<file path="src/rtl/ysyx_25040109_ifu.sv">
// ysyx_25040109_ifu: instruction fetch unit of the multi-cycle core.
// Issues one single-beat AXI4 read per fetch at the current PC and hands the
// word and its PC to decode over valid/ready. The next PC comes from
// writeback, and flush from trap/branch logic redirects the PC.
// Optional feature macro: IFU_PERF_EN adds the perf_fetch_cnt and
// perf_wait_cyc counter outputs.
module ysyx_25040109_ifu #(
  parameter logic [31:0] RESET_PC = 32'h3000_0000,
  parameter logic [3:0]  AXI_ID   = 4'h0
) (
  input  logic        clock,
  input  logic        reset,
  output logic        imem_arvalid,
  input  logic        imem_arready,
  output logic [31:0] imem_araddr,
  output logic [3:0]  imem_arid,
  output logic [7:0]  imem_arlen,
  output logic [2:0]  imem_arsize,
  output logic [1:0]  imem_arburst,
  input  logic        imem_rvalid,
  output logic        imem_rready,
  input  logic [31:0] imem_rdata,
  input  logic [1:0]  imem_rresp,
  input  logic [3:0]  imem_rid,
  input  logic        imem_rlast,
  output logic        inst_valid,
  input  logic        inst_ready,
  output logic [31:0] inst,
  output logic [31:0] inst_pc,
  output logic        inst_fault,
  input  logic        npc_valid,
  input  logic [31:0] npc,
  input  logic        flush,
  input  logic [31:0] flush_pc
`ifdef IFU_PERF_EN
  ,
  output logic [31:0] perf_fetch_cnt,
  output logic [31:0] perf_wait_cyc
`endif
);

  typedef enum logic [2:0] {S_IDLE, S_AR, S_R, S_OUT, S_WAIT} state_t;

  state_t      state_q, state_d;
  logic [31:0] pc_q, pc_d;
  logic [31:0] ar_addr_q;
  logic        discard_q;
  logic        ar_misaligned;
  logic        unused_rsig;

  // Single beat only: the R id and last flag carry no information here.
  assign unused_rsig   = ^{imem_rid, imem_rlast};

  assign ar_misaligned = (ar_addr_q[1:0] != 2'b00);

  assign imem_araddr  = ar_addr_q;
  assign imem_arid    = AXI_ID;
  assign imem_arlen   = 8'd0;
  assign imem_arsize  = 3'b010;
  assign imem_arburst = 2'b01;

  // State register
  always_ff @(posedge clock or negedge reset) begin
    if (!reset) state_q <= S_IDLE;
    else        state_q <= state_d;
  end

  // Next-state logic; flush always restarts a fetch, except that an AR that is
  // already presented (or a pending R beat) must complete first.
  always_comb begin
    state_d = state_q;
    unique case (state_q)
      S_IDLE: state_d = S_AR;
      S_AR: begin
        if (ar_misaligned)     state_d = flush ? S_AR : S_OUT;
        else if (imem_arready) state_d = S_R;
      end
      S_R: if (imem_rvalid) state_d = (discard_q || flush) ? S_AR : S_OUT;
      S_OUT: begin
        if (flush)           state_d = S_AR;
        else if (inst_ready) state_d = S_WAIT;
      end
      S_WAIT: if (flush || npc_valid) state_d = S_AR;
      default: state_d = S_IDLE;
    endcase
  end

  // Output decode from state
  always_comb begin
    imem_arvalid = (state_q == S_AR) && !ar_misaligned;
    imem_rready  = (state_q == S_R);
    inst_valid   = (state_q == S_OUT);
  end

  // Next PC: flush has priority; npc is only honoured while waiting for it
  always_comb begin
    pc_d = pc_q;
    if (flush)                             pc_d = flush_pc;
    else if (state_q == S_WAIT && npc_valid) pc_d = npc;
  end

  // PC, AR address, discard flag and the instruction handed to decode.
  // The AR address is kept apart from pc so a flush cannot move araddr while
  // arvalid is held; it is reloaded from pc only when a new fetch starts.
  always_ff @(posedge clock or negedge reset) begin
    if (!reset) begin
      pc_q       <= RESET_PC;
      ar_addr_q  <= RESET_PC;
      discard_q  <= 1'b0;
      inst       <= '0;
      inst_pc    <= RESET_PC;
      inst_fault <= 1'b0;
    end else begin
      pc_q <= pc_d;
      if (state_d == S_AR && (state_q != S_AR || ar_misaligned))
        ar_addr_q <= pc_d;
      unique case (state_q)
        S_AR: begin
          if (!ar_misaligned && flush) discard_q <= 1'b1;
          if (ar_misaligned && !flush) begin
            inst       <= '0;
            inst_fault <= 1'b1;
            inst_pc    <= ar_addr_q;
          end
        end
        S_R: begin
          if (imem_rvalid) begin
            discard_q <= 1'b0;
            if (!discard_q && !flush) begin
              inst       <= imem_rdata;
              inst_fault <= (imem_rresp != 2'b00);
              inst_pc    <= ar_addr_q;
            end
          end else if (flush) begin
            discard_q <= 1'b1;
          end
        end
        default: ;
      endcase
    end
  end

`ifdef IFU_PERF_EN
  // Fetch and bus-wait counters, free-running with natural wrap
  always_ff @(posedge clock or negedge reset) begin
    if (!reset) begin
      perf_fetch_cnt <= '0;
      perf_wait_cyc  <= '0;
    end else begin
      if (state_q == S_R && imem_rvalid)        perf_fetch_cnt <= perf_fetch_cnt + 32'd1;
      if (state_q == S_AR || state_q == S_R)    perf_wait_cyc  <= perf_wait_cyc + 32'd1;
    end
  end
`endif

endmodule
</file>
<file path="config.mk">
export PLATFORM = sky130hd
export DESIGN_NAME = ysyx_25040109_ifu
export DESIGN_NICKNAME = d
export VERILOG_FILES = /design/src/rtl/ysyx_25040109_ifu.sv
export SDC_FILE = /design/constraint.sdc
export NUM_CORES = 1
export LEC_CHECK = 0
export BUFFER_PORTS_ARGS = -buffer_cell sky130_fd_sc_hd__buf_2
export CORE_MARGIN = 1.5
export CORE_UTILIZATION = 49
export DETAILED_ROUTE_END_ITERATION = 12
export GPL_TIMING_DRIVEN = 1
export PLACE_DENSITY = 0.88
export RECOVER_POWER = 100
export SYNTH_ARGS = -nofsm -noshare
export SYNTH_HDL_FRONTEND = slang
export SYNTH_SLANG_ARGS = --single-unit
</file>
<file path="constraint.sdc">
create_clock -name clock -period 2.2 [get_ports clock]
set_input_delay 0.11 -clock clock [delete_from_list [all_inputs] [get_ports clock]]
set_output_delay 0.11 -clock clock [all_outputs]
set_load 0.02 [all_outputs]
</file>
==> results of run 1 <==
[worst min path at each step]
stage	endpoint	from	depth (start not counted)
global route	pc_q[10]	flush_pc[10]	3
CTS	pc_q[10]	flush_pc[10]	3
finish	inst[24]	imem_rdata[24]	3
global placement	pc_q[9]	reset	2
detailed placement	pc_q[7]	reset	2
floorplan	discard_q	reset	0
[power breakdown]
part / internal [mW] / switching, mW
sequential: 3.36 / 0.618
combinational: 1.75 / 2.64
clock: 2.08 / 1.02
[area by class of cell]
| cell class | instances | area [um2] |
|---|---|---|
| clock buffer | 25 | 515 |
| clock inverter | 7 | 140 |
| fill | 815 | 3410 |
| inverter | 3 | 11.3 |
| multi-input combinational | 307 | 2120 |
| sequential | 133 | 3340 |
| tap | 143 | 179 |
| timing repair buffer | 289 | 1760 |
[sequential cells by signal, summed over array words and instances (netlist names)]
| register | count |
|---|---|
| inst_pc | 32 |
| state_q | 3 |
| imem_araddr | 32 |
| inst_fault | 1 |
| discard_q | 1 |
| inst | 32 |
| pc_q | 32 |
[worst min-delay path: stages]
cell	delay, ps
buf_2	100
nand2_1	40
o21ai_0	100
[through the flow]
| stage | hold WS (ps) | worst slack [ps] | area [um2] |
|---|---|---|---|
| floorplan | -186 | 347 | 5850 |
| global placement | 274 | 184 | 6920 |
| detailed placement | 285 | 142 | 6920 |
| CTS | 0.662 | 16.3 | 8250 |
| global route | 27.1 | 5.27 | 8060 |
| finish | 10.1 | 73.4 | 8060 |
[timing repair]
item | 4_1_cts | 5_1_grt
endpoints found under the hold margin | 192 | 0
setup buffers | 0 | 2
hold buffers | 68 | 0
setup endpoints to repair | 0 | 4
gates resized for setup | 0 | 1
[cell usage after synthesis (all sizes together)]
cell type | number | area, um2
o311ai | 1 | 26.3
a22oi | 1 | 7.51
nor4bb | 1 | 10.0
o21ai | 68 | 340
and2b | 1 | 7.51
mux2 | 64 | 833
and4b | 1 | 10.0
or2 | 1 | 8.76
inv | 3 | 11.3
nor2b | 2 | 12.5
nor2 | 5 | 18.8
mux2i | 32 | 320
nor4b | 1 | 8.76
and4bb | 1 | 12.5
dfrtp | 127 | 3180
dfstp | 6 | 158
nand4 | 2 | 27.5
and2 | 1 | 6.26
buf | 37 | 288
a21o | 1 | 7.51
nor3 | 1 | 5.00
a21boi | 1 | 7.51
o21bai | 1 | 7.51
clkbuf | 10 | 37.5
conb | 2 | 7.51
or3 | 1 | 6.26
a31oi | 1 | 6.26
o211ai | 1 | 12.5
or4b | 1 | 10.0
a211oi | 1 | 20.0
a21oi | 1 | 5.00
nor3b | 1 | 7.51
nand2 | 97 | 364
[cells by family after synthesis]
| kind of cell | after synthesis |
|---|---|
| DFF | 133 |
| and+or+nand+nor | 117 |
| muxes | 96 |
| AOI/OAI and AO/OA | 77 |
| buffers and inverters | 50 |
| other | 2 |
[per-layer routing]
metal  share of wire, %  track usage [%]  vias up
met5                  0                0        -
met3                7.6             6.97       31
met4                2.0             10.3        0
met1                 40             30.9     2326
li1                   -                -     2140
met2                 51             44.6      221
==> results.cfg, run 1 <==
[placed_design]
dp.cells = 804
dp_hpwl_mm = 9.47
gp_congestion = 0.788
port_buffers = 204

[finish]
syn_to_final_growth_pct = 39.2
layout_common_cells = 126 x dfrtp_1, 104 x buf_2, 102 x clkbuf_1, 97 x nand2_1, 68 x dlygate4sd3_1
layout_commonest_cell = dfrtp_1
layout.nets = 861
diodes = 0
final_util_pct = 70.3
layoutNonFillerInstCount = 907
drive_gt1_share_pct = 27.2

[grt]
track_usage_pct = 25.9
grt_pass1_wl_mm = 25.1
gr-total-overflow = 0
grt_max_degree = 134
grt_pass1_vias = 4938
antenna_found_initial = 0

[setup_path]
path_cells = or4b_1 > o211ai_4 > clkbuf_4 > mux2_2
worst_path_dominant_cell_family = simple AND/OR/NAND/NOR gates
crit_fanout = 18
critical_path_buf_inv_count = 1
r2r_slack_ps = 70
worstSetupStartpointType = flop
crit_type = flop to flop
r2r_end = inst_pc[13]
worstRegToRegCells = 4
critPathLaunch = state_q[1]
slowest_delay_ps = 630
cp.arrival_ps = 2420
setup.worst_path.end = inst_pc[13]
reg2reg_from = state_q[1]
crit_slowest_cell = or4b_1
cp_num_cells = 4
critPathRequiredTime_ps = 2500
end_kind = flop

[synthesis]
yosysWarnings = 0
ys_types = 40
synth_compound_area_share_pct = 7.61
synth_simple_gate_area_share_pct = 8.90
synth-seq-cells = 133
synth_xor_area_share_pct = 0
syn_area_per_cell_um2 = 12.2
seq_area_frac_synth_pct = 57.6
synth_top_family_by_area = multiplexers
muxShareOfSynthArea_pct = 19.9
syn_inst = 475
synth_area_mm2 = 0.00579
synth_fa_ha_area_share_pct = 0

[detailed_routing]
post_drt_wl_per_cell_um = 17.3
dr.pass1.iters = 4
wirelength_mm = 15.7
via_count = 4718
final_antenna_net_count = 0
drtIter0Drc = 300
drc = 0
via_per_inst = 5.20

[sta]
clock.fmax_ghz = 0.470
final_hold_viol_count = 0
final.min_clock_period_ps = 2130
slew_headroom_pct = 52.9
tightest_slew_ps = 707
finalCritPeriodShare_pct = 96.7
setup_violations = 0
grt_setup_unrepaired = false
slew_viol_final = 0
clock_skew_ps = 5.32
tns_ps = 0

[clocking]
clk_latency_ps = 420
clock-root-buffer = clkbuf_16
clk_pin_slew_ps = 60
clk_path_buf_depth = 2
cts_buffers = 17
cts_tree = built
htreeDepth = 4
cts_sinks = 133

[flow_run]
drv_cap = 0

[power_and_ir_drop]
p_leak_nw = 3.64
finalPower_mw = 11.5
power_density_mw_per_mm2 = 1420
ir_worst_vdd_uv = 937

[die]
die_width_um = 112
floorplan.initialDensity_pct = 50.5
floorplan.core_area_mm2 = 0.0115
die_area_mm2 = 0.0125
io_pins = 227
row_count = 39
fp.dieH_um = 112

[run_status]
status = completed

[hold_path]
hp-class = input port to flop
Note: power is estimated with default switching activity, not from simulation.
==> run 2: changes to the inputs <==
- CORE_UTILIZATION: 49 -> 44
- PLACE_DENSITY: 0.88 -> 0.81
==> run 2 against run 1 <==
  * Power rose by 0.58%
  * Register-to-register slack gained 40 ps
  * Critical path type unchanged
  * Largest power group unchanged
  * Wire length down 3.4%
==> results.cfg, run 2 (synthesis gave the netlist of run 1 again) <==
[clocking]
clk_latency_ps = 410
cts_buffers = 17
cts_resized = 0
clk_pin_slew_ps = 50
clock-root-buffer = clkbuf_16
htreeDepth = 4
cts_sinks = 133
clk_path_buf_depth = 2
cts_tree = built

[hold_path]
hold_path_depth = 3
hp-class = input port to flop

[sta]
finalCritPeriodShare_pct = 94.7
slew_headroom_pct = 19.7
final.min_clock_period_ps = 2080
setup_ws_ps = 116
timing.hold.ws_ps = 22.3
final_hold_viol_count = 0
clock_skew_ps = 5.23
clock.fmax_ghz = 0.480
setup_violations = 0
tightest_slew_ps = 1200
slew_viol_final = 0

[power_and_ir_drop]
pwr-share-comb_pct = 42.0
seqPwrFrac_pct = 34.4
switching_power_mw = 4.29
ir_worst_vdd_uv = 759
p_int_mw = 7.25
swShare_pct = 37.2
pwr-share-clk_pct = 23.6
power_density_mw_per_mm2 = 1420
finalPower_mw = 11.5
p_leak_nw = 3.70

[die]
floorplan.core_area_mm2 = 0.0127
row_count = 41
io_pins = 227
fp.dieH_um = 118
die_area_mm2 = 0.0139
die_width_um = 118
floorplan.initialDensity_pct = 45.5

[run_status]
status = completed

[detailed_routing]
drc = 0
via_count = 4650
final_antenna_net_count = 0
via_per_inst = 4.97
dr.pass1.iters = 4
post_drt_wl_per_cell_um = 16.2
wirelength_mm = 15.2
drtIter0Drc = 172

[finish]
fillCellCount = 1008
diodes = 0
layoutNonFillerInstCount = 936
drive_gt1_share_pct = 29.1
syn_to_final_growth_pct = 40.3
layout_commonest_cell = dfrtp_1
layout_common_cells = 127 x dfrtp_1, 106 x buf_2, 104 x clkbuf_1, 97 x nand2_1, 68 x dlygate4sd3_1
multi_input_area_mm2 = 0.00220
final_area_mm2 = 0.00812
layout.nets = 863
seqCellArea_mm2 = 0.00334

[setup_path]
worstRegToRegCells = 7
r2r_slack_ps = 120
reg2reg_from = state_q[0]
crit_fanout = 10
worstSetupStartpointType = flop
setup.worst_path.end = imem_araddr[7]
crit_type = flop to flop
critPathRequiredTime_ps = 2500
cp.arrival_ps = 2380
end_kind = flop
critPathLaunch = state_q[0]
r2r_end = imem_araddr[7]

[grt]
gr-total-overflow = 0
antenna_found_initial = 0
grt_pass1_wl_mm = 24.5
grt_pass1_vias = 4898
grt_max_degree = 74
track_usage_pct = 22.4

[placed_design]
port_buffers = 204
dp_hpwl_mm = 9.59
place_area_mm2 = 0.00699
dp.cells = 836
dp_slack_ps = 56.8
gp_congestion = 0.804

[flow_run]
drv_cap = 0
==> run 2: cell count changes in the layout (fill, tap and decap cells not counted), sizes merged <==
cell | before | now
buf | 117 | 121
bufinv | 4 | 2
clkbuf | 129 | 128
clkinv | 1 | 2
clkinvlp | 2 | 0
==> run 2: cell type report <==
class	count	area share, %
Clock inverter	4	0.862
Timing Repair Buffer	291	22.1
Clock buffer	26	6.15
Tap cell	172	2.65
Multi-Input combinational cell	307	27.0
Sequential cell	133	41.1
Inverter	3	0.139
==> run 2: through the flow <==
step / setup TNS [ps] / util (%)
2_1_floorplan: 0 / -
3_3_place_gp: 0 / 55.0
3_5_place_dp: 0 / 55.0
4_1_cts: 0 / 64.8
5_1_grt: -2.29 / 63.9
6_report: 0 / 63.9
==> run 2: worst max-delay path: stages, from the launching register on <==
cell	delay, ps
dfrtp_1	480
buf_4	210
nor4bb_4	240
buf_4	190
buf_4	220
mux2i_1	230
o21ai_1	110
mux2_4	280
==> run 2: layer usage <==
metal	wire, um	vias to the layer above	GRT usage (%)
li1	-	2142	-
met1	6210	2276	26.2
met2	7730	212	39.4
met3	1020	20	6.59
met4	212	0	7.62
met5	0	-	0
==> run 2: repair_timing <==
action | in CTS | in global routing
buffers inserted | 0 | 1
hold buffers | 68 | 0
hold endpoints to repair | 194 | 0
setup endpoints to repair | 0 | 21
==> run 2: worst min path at each step <==
stage | start | end | slack (ps)
5_1_grt | npc[8] | pc_q[8] | 10
6_report | npc[8] | pc_q[8] | 20
2_1_floorplan | reset | discard_q | -190
3_3_place_gp | reset | pc_q[9] | -80
3_5_place_dp | reset | imem_araddr[9] | -70
4_1_cts | npc[8] | pc_q[8] | 3
==> run 2: power groups by stage <==
| stage | sequential (mW) | combinational [mW] | clock (mW) |
|---|---|---|---|
| after floorplan | 4.81 | 2.50 | 0 |
| after global placement | 3.87 | 4.84 | 0 |
| after detailed placement | 3.94 | 4.96 | 0 |
| after CTS | 3.92 | 5.07 | 2.78 |
| after global routing | 4.07 | 5.16 | 2.90 |
| final | 3.97 | 4.85 | 2.72 |
